===== config.mk =====
export PLATFORM = sky130hd
export DESIGN_NAME = rv32m_div_sequencer
export DESIGN_NICKNAME = d
export VERILOG_FILES = /design/src/rtl/rv32m_div_sequencer.sv
export SDC_FILE = /design/constraint.sdc
export NUM_CORES = 1
export LEC_CHECK = 0
export BUFFER_PORTS_ARGS = -buffer_cell sky130_fd_sc_hd__buf_2
export CORE_UTILIZATION = 50
export CTS_CLUSTER_SIZE = 8
export DETAILED_ROUTE_END_ITERATION = 16
export HOLD_SLACK_MARGIN = 0.03
export PLACE_DENSITY = 0.77
export SYNTH_ARGS = -nofsm -noshare
export SYNTH_HDL_FRONTEND = slang
export SYNTH_SLANG_ARGS = --single-unit

===== constraint.sdc =====
create_clock -name CLK -period 2.05 [get_ports CLK]
set_clock_uncertainty 0.1 [all_clocks]
set_input_delay 0.205 -clock CLK [delete_from_list [all_inputs] [get_ports CLK]]
set_output_delay 0.205 -clock CLK [all_outputs]
set_load 0.005 [all_outputs]

===== src/rtl/rv32m_div_sequencer.sv =====
// Issuing side of the RV32M divide path: resolves divide-by-zero, signed overflow and
// cached results locally, otherwise runs the external divider and returns the selected result.
module rv32m_div_sequencer #(
    parameter int NUM_BITS = 32
) (
    input  logic                CLK,
    input  logic                nRST,
    input  logic                req_valid,
    output logic                req_ready,
    input  logic [1:0]          req_funct,
    input  logic [NUM_BITS-1:0] req_rs1,
    input  logic [NUM_BITS-1:0] req_rs2,
    input  logic                flush,
    output logic                resp_valid,
    input  logic                resp_ready,
    output logic [NUM_BITS-1:0] resp_data,
    output logic                div_start,
    output logic                div_is_signed,
    output logic [NUM_BITS-1:0] div_dividend,
    output logic [NUM_BITS-1:0] div_divisor,
    input  logic [NUM_BITS-1:0] div_quotient,
    input  logic [NUM_BITS-1:0] div_remainder,
    input  logic                div_finished
);

    typedef enum logic [1:0] {
        S_IDLE,
        S_ISSUE,
        S_WAIT,
        S_DONE
    } state_t;

    localparam logic [NUM_BITS-1:0] MIN_NEG = {1'b1, {(NUM_BITS-1){1'b0}}};

    state_t state, state_next;

    logic                sel_quot;
    logic                cache_valid;
    logic                cache_signed;
    logic [NUM_BITS-1:0] cache_rs1;
    logic [NUM_BITS-1:0] cache_rs2;
    logic [NUM_BITS-1:0] cache_quot;
    logic [NUM_BITS-1:0] cache_rem;

    logic                accept;
    logic                req_signed;
    logic                req_quot;
    logic                is_zero;
    logic                is_ovf;
    logic                is_hit;
    logic                is_early;
    logic [NUM_BITS-1:0] early_data;

    function automatic logic [NUM_BITS-1:0] select_result(
        input logic                want_quot,
        input logic [NUM_BITS-1:0] quot,
        input logic [NUM_BITS-1:0] rem
    );
        return want_quot ? quot : rem;
    endfunction

    assign req_ready  = (state == S_IDLE);
    assign resp_valid = (state == S_DONE);
    assign div_start  = (state == S_ISSUE);

    // Accept-cycle classification; flush suppresses the accept entirely
    always_comb begin
        accept     = req_valid && (state == S_IDLE) && !flush;
        req_signed = ~req_funct[0];
        req_quot   = ~req_funct[1];
        is_zero    = (req_rs2 == '0);
        is_ovf     = req_signed && (req_rs1 == MIN_NEG) && (req_rs2 == '1);
        is_hit     = cache_valid && (cache_rs1 == req_rs1) && (cache_rs2 == req_rs2)
                     && (cache_signed == req_signed);
        is_early   = is_zero || is_ovf || is_hit;
        early_data = '0;
        if (is_zero) begin
            early_data = select_result(req_quot, '1, req_rs1);
        end else if (is_ovf) begin
            early_data = select_result(req_quot, req_rs1, '0);
        end else if (is_hit) begin
            early_data = select_result(req_quot, cache_quot, cache_rem);
        end
    end

    always_ff @(posedge CLK or negedge nRST) begin
        if (!nRST) begin
            state <= S_IDLE;
        end else begin
            state <= state_next;
        end
    end

    always_comb begin
        state_next = state;
        case (state)
            S_IDLE:  if (accept) state_next = is_early ? S_DONE : S_ISSUE;
            S_ISSUE: state_next = S_WAIT;
            S_WAIT:  if (div_finished) state_next = S_DONE;
            S_DONE:  if (resp_ready) state_next = S_IDLE;
            default: state_next = S_IDLE;
        endcase
        if (flush) state_next = S_IDLE;
    end

    // Operand capture, result register and one-entry result cache
    always_ff @(posedge CLK or negedge nRST) begin
        if (!nRST) begin
            div_dividend  <= '0;
            div_divisor   <= '0;
            div_is_signed <= 1'b0;
            sel_quot      <= 1'b0;
            resp_data     <= '0;
            cache_valid   <= 1'b0;
            cache_signed  <= 1'b0;
            cache_rs1     <= '0;
            cache_rs2     <= '0;
            cache_quot    <= '0;
            cache_rem     <= '0;
        end else begin
            if (accept) begin
                div_dividend  <= req_rs1;
                div_divisor   <= req_rs2;
                div_is_signed <= req_signed;
                sel_quot      <= req_quot;
                if (is_early) resp_data <= early_data;
            end
            if ((state == S_WAIT) && div_finished && !flush) begin
                resp_data    <= select_result(sel_quot, div_quotient, div_remainder);
                cache_valid  <= 1'b1;
                cache_signed <= div_is_signed;
                cache_rs1    <= div_dividend;
                cache_rs2    <= div_divisor;
                cache_quot   <= div_quotient;
                cache_rem    <= div_remainder;
            end
            if (flush) cache_valid <= 1'b0;
        end
    end

endmodule


==> run_summary.xml <==
<?xml version="1.0" encoding="UTF-8"?>
<metrics>
  <group name="synth">
    <metric name="synth.lib_cells_used.distinct" unit="">44</metric>
    <metric name="synthSimpleGateAreaFrac" unit="%">20.1</metric>
    <metric name="async_reset_ff_share" unit="%">100</metric>
    <metric name="adder_and_majority_cell_fraction_of_the_synthesized_area" unit="%">0.446</metric>
    <metric name="netlist_instances" unit="">1150</metric>
    <metric name="synth.ff_latch_count" unit="">230</metric>
    <metric name="ys_seq_area_share" unit="%">51.3</metric>
    <metric name="synth_xor_area_share" unit="%">3.51</metric>
    <metric name="syn_area_per_cell" unit="µm²">9.76</metric>
    <metric name="compound_gate_fraction_of_synth_area" unit="%">6.08</metric>
    <metric name="syn-num-nets" unit="">1290</metric>
    <metric name="dominant_combinational_cell_family_by_area_after_synthesis" unit="">simple AND/OR/NAND/NOR gates</metric>
    <metric name="synth_flop_cell" unit="">dfrtp_1</metric>
    <metric name="syn_area" unit="mm²">0.0112</metric>
    <metric name="ys_warn_count" unit="">0</metric>
    <metric name="post_synth_mux_area_share" unit="%">14.7</metric>
    <metric name="synth-edff-count" unit="">0</metric>
  </group>
  <group name="global_routing">
    <metric name="grt_use_met2" unit="%">53.8</metric>
    <metric name="grt_pass1_wl" unit="mm">60.6</metric>
    <metric name="vias_in_the_first_global_route" unit="">11300</metric>
    <metric name="grt.met1_usage" unit="%">42.2</metric>
    <metric name="grt_max_degree" unit="">87</metric>
    <metric name="antenna_found_initial" unit="">7</metric>
    <metric name="global_route_congestion_overflow_total" unit="">0</metric>
    <metric name="gr-usage-met3" unit="%">8.78</metric>
    <metric name="grt.busiest_layer" unit="">met2</metric>
    <metric name="grt_use_total" unit="%">33.7</metric>
  </group>
  <group name="setup_path">
    <metric name="worstPathRequired" unit="ns">2.35</metric>
    <metric name="crit_path_frequent_cell" unit="">buf_6</metric>
    <metric name="series_of_cell_instances_along_the_critical_path" unit="">nor2b_4, a2111o_1, nor4_2, nand4_2, buf_6, nor4b_4, buf_6, buf_8, a21oi_2, mux2i_1</metric>
    <metric name="timing.critical_path.from" unit="">cache_rs1[16]</metric>
    <metric name="cpMaxStageDelayCell" unit="">dfrtp_1</metric>
    <metric name="critical-path-max-stage-delay" unit="ns">0.40</metric>
    <metric name="crit_type" unit="">reg2reg</metric>
    <metric name="crit_path_max_fanout" unit="">8</metric>
    <metric name="critical_path.reg2reg.startpoint" unit="">cache_rs1[16]</metric>
    <metric name="critical-path-top-delay-family" unit="">simple AND/OR/NAND/NOR gates</metric>
    <metric name="timing.reg2reg.setup_slack" unit="ns">-0.44</metric>
    <metric name="timing.critical_path.to_type" unit="">flip-flop</metric>
    <metric name="crit_path_start_kind" unit="">flip-flop</metric>
    <metric name="worstPathArrival" unit="ns">2.80</metric>
    <metric name="worstPathBufferInverterCount" unit="">3</metric>
  </group>
  <group name="sta">
    <metric name="period_share" unit="%">122</metric>
    <metric name="hold_viol" unit="">0</metric>
    <metric name="setup_ws" unit="ns">-0.444</metric>
    <metric name="max_slew_margin" unit="%">57.5</metric>
    <metric name="maxSlewViolCount" unit="">0</metric>
    <metric name="period_minus_slack" unit="ns">2.49</metric>
    <metric name="clock.fmax" unit="GHz">0.401</metric>
    <metric name="setup_viol" unit="">33</metric>
    <metric name="tightestPinTransition" unit="ns">0.631</metric>
    <metric name="rsz0062_at_grt" unit="">true</metric>
  </group>
  <group name="placement">
    <metric name="placement.io_buffers" unit="">235</metric>
    <metric name="finalWeightedCongestion" unit="">0.959</metric>
    <metric name="detailed_place.area" unit="mm²">0.0137</metric>
    <metric name="worst_slack_after_detailed_placement" unit="ns">-0.694</metric>
    <metric name="dpl_cells" unit="">1738</metric>
    <metric name="detailed_place_hpwl" unit="mm">25.3</metric>
  </group>
  <group name="finish">
    <metric name="design_area" unit="mm²">0.0160</metric>
    <metric name="drive_gt1_share" unit="%">34.2</metric>
    <metric name="mostFrequentLayoutCell" unit="">nand2_1</metric>
    <metric name="area_added_between_synthesis_and_finish" unit="%">43.0</metric>
    <metric name="postLayoutCoreUtil" unit="%">73.3</metric>
    <metric name="post_layout_nonfiller_instances" unit="">1906</metric>
    <metric name="layout.cells.most_common_list" unit="">394 x nand2_1, 234 x buf_2, 229 x dfrtp_1</metric>
    <metric name="layout.nets" unit="">1757</metric>
  </group>
  <group name="clocking">
    <metric name="cts.clk_slew.worst_paths" unit="ns">0.05</metric>
    <metric name="worst_skew_pair.late_latency" unit="ns">0.49</metric>
    <metric name="cts_tree" unit="">built</metric>
    <metric name="clock_tree.htree_level_count" unit="">2</metric>
    <metric name="ctsLongestPathBuffers" unit="">3</metric>
    <metric name="tritoncts.num_buffers" unit="">34</metric>
    <metric name="cts.sinks" unit="">230</metric>
    <metric name="root_buffer" unit="">clkbuf_16</metric>
  </group>
  <group name="min_path">
    <metric name="hold_path.startpoint" unit="">req_rs1[1]</metric>
    <metric name="min-delay-path-class" unit="">in2reg</metric>
  </group>
  <group name="routing">
    <metric name="violation_count_after_the_first_detailed_route_iteration" unit="">904</metric>
    <metric name="drt-wirelength-per-cell" unit="µm">20.4</metric>
    <metric name="ant_nets" unit="">0</metric>
    <metric name="detailedRoute.firstPassIterationCount" unit="">6</metric>
    <metric name="route.vias.total" unit="">10600</metric>
    <metric name="drt_drc_violations_left" unit="">0</metric>
    <metric name="routed_wl" unit="mm">38.8</metric>
    <metric name="detail_route.vias_per_cell" unit="">5.58</metric>
  </group>
  <group name="die">
    <metric name="placementRows" unit="">54</metric>
    <metric name="dieWidth" unit="µm">152</metric>
    <metric name="start_util" unit="%">51.3</metric>
    <metric name="area_of_the_core" unit="mm²">0.0219</metric>
    <metric name="die_area" unit="mm²">0.0230</metric>
    <metric name="ios" unit="">236</metric>
    <metric name="chip_height" unit="µm">152</metric>
  </group>
  <group name="run_status">
    <metric name="failing_checks" unit="">setup timing</metric>
    <metric name="status" unit="">finished, violations left</metric>
  </group>
  <group name="power_and_ir_drop">
    <metric name="cellPowerDensity" unit="mW/mm²">1270</metric>
    <metric name="power.static_leakage" unit="nW">7.88</metric>
    <metric name="power.ir.vdd_worst" unit="mV">0.762</metric>
  </group>
  <group name="job">
    <metric name="drv.max_cap_violation_count" unit="">0</metric>
  </group>
</metrics>
cells by family (layout without fill, tap and decap cells):
family	count (synthesis)	in the layout
compound gates	97	97
xor+xnor	45	45
fa+ha+maj	4	4
buf+inv	106	575
flops	230	230
mux	154	154
other cells	0	7
simple gates	514	514
cell type report:
type,count,area [µm²]
clock inverter,1,8.76
clock buffer,37,893
antenna,7,17.5
timing repair buffer,492,3660
multi-input combinational,814,5190
fill,1420,5850
tap,280,350
inverter,45,169
sequential,230,5760
worst reg2reg max path, delay by kind of cell, from the launching register on:
family | cells | cell delay (ns)
AO/OA/AOI/OAI | 2 | 0.36
buffers and inverters | 3 | 0.50
flip-flops | 1 | 0.40
multiplexers | 1 | 0.17
AND/OR/NAND/NOR | 4 | 0.87
metrics by stage:
stage	total power, mW	hold slack [ns]	TNS (ns)
final	20.4	0.0417	-12.64
after CTS	20.1	0.0327	-10.82
after global routing	21.4	0.0481	-17.17
after detailed placement	14.8	0.0552	-22.92
after global placement	14.5	0.0568	-19.39
after floorplan	11.7	-0.191	-3.60
sequential cells by signal, indices dropped and copies added, names as in the netlist, 2 cells and up:
signal	cells
state	2
resp_data	32
cache_rs1	32
div_dividend	32
div_divisor	32
cache_rs2	32
cache_quot	32
cache_rem	32
per-layer routing:
layer	up-vias	routed length [µm]	part of all wire, %
met5	-	0	0
met4	0	1920	4.9
met3	150	3340	8.6
met2	568	18400	47
met1	5171	15200	39
li1	4753	-	-
cell usage after synthesis (2+ instances only):
master | n | share of area, %
nand2_1 | 394 | 13
nor3b_1 | 2 | 0.13
buf_4 | 3 | 0.20
o21ai_0 | 13 | 0.58
buf_6 | 3 | 0.30
a2111o_1 | 5 | 0.50
nand3b_1 | 3 | 0.20
mux2i_1 | 63 | 5.6
nand4_1 | 17 | 0.95
o2111ai_1 | 3 | 0.23
nor2_1 | 8 | 0.27
and4_1 | 2 | 0.16
nor3_1 | 5 | 0.22
nor4_1 | 17 | 0.95
inv_1 | 45 | 1.5
o221ai_1 | 3 | 0.23
nor2b_1 | 43 | 2.4
nand3_1 | 4 | 0.18
xnor2_1 | 45 | 3.5
mux2_2 | 91 | 9.1
nand2b_1 | 10 | 0.56
dfrtp_1 | 230 | 51
ha_1 | 4 | 0.45
a211oi_1 | 5 | 0.33
a21oi_2 | 20 | 1.6
a21oi_1 | 13 | 0.58
nor4_2 | 2 | 0.22
o22ai_1 | 29 | 1.6
clkbuf_1 | 53 | 1.8
where the power goes:
part	switching (mW)	total, mW	internal [mW]
Clock	1.92	4.96	3.04
Combinational	3.48	7.01	3.53
Sequential	1.63	8.39	6.76
repair_timing:
action,CTS,global route
buffers inserted,5,1
gates resized for setup,21,12
hold buffers,115,0
endpoints found under the hold margin,346,0
pin swaps,4,4
cloned,1,1
endpoints found under the setup margin,101,82
worst paths after layout:
kind / cells past startpoint / end
min: 3 / div_dividend[1]
max reg2reg: 10 / resp_data[4]
max: 10 / resp_data[4]
min in group asynchronous: 2 / cache_quot[9]
min reg2reg: 2 / cache_quot[26]
max in group asynchronous: 3 / cache_rs2[21]
No activity file was read; power rests on OpenSTA's default activity.
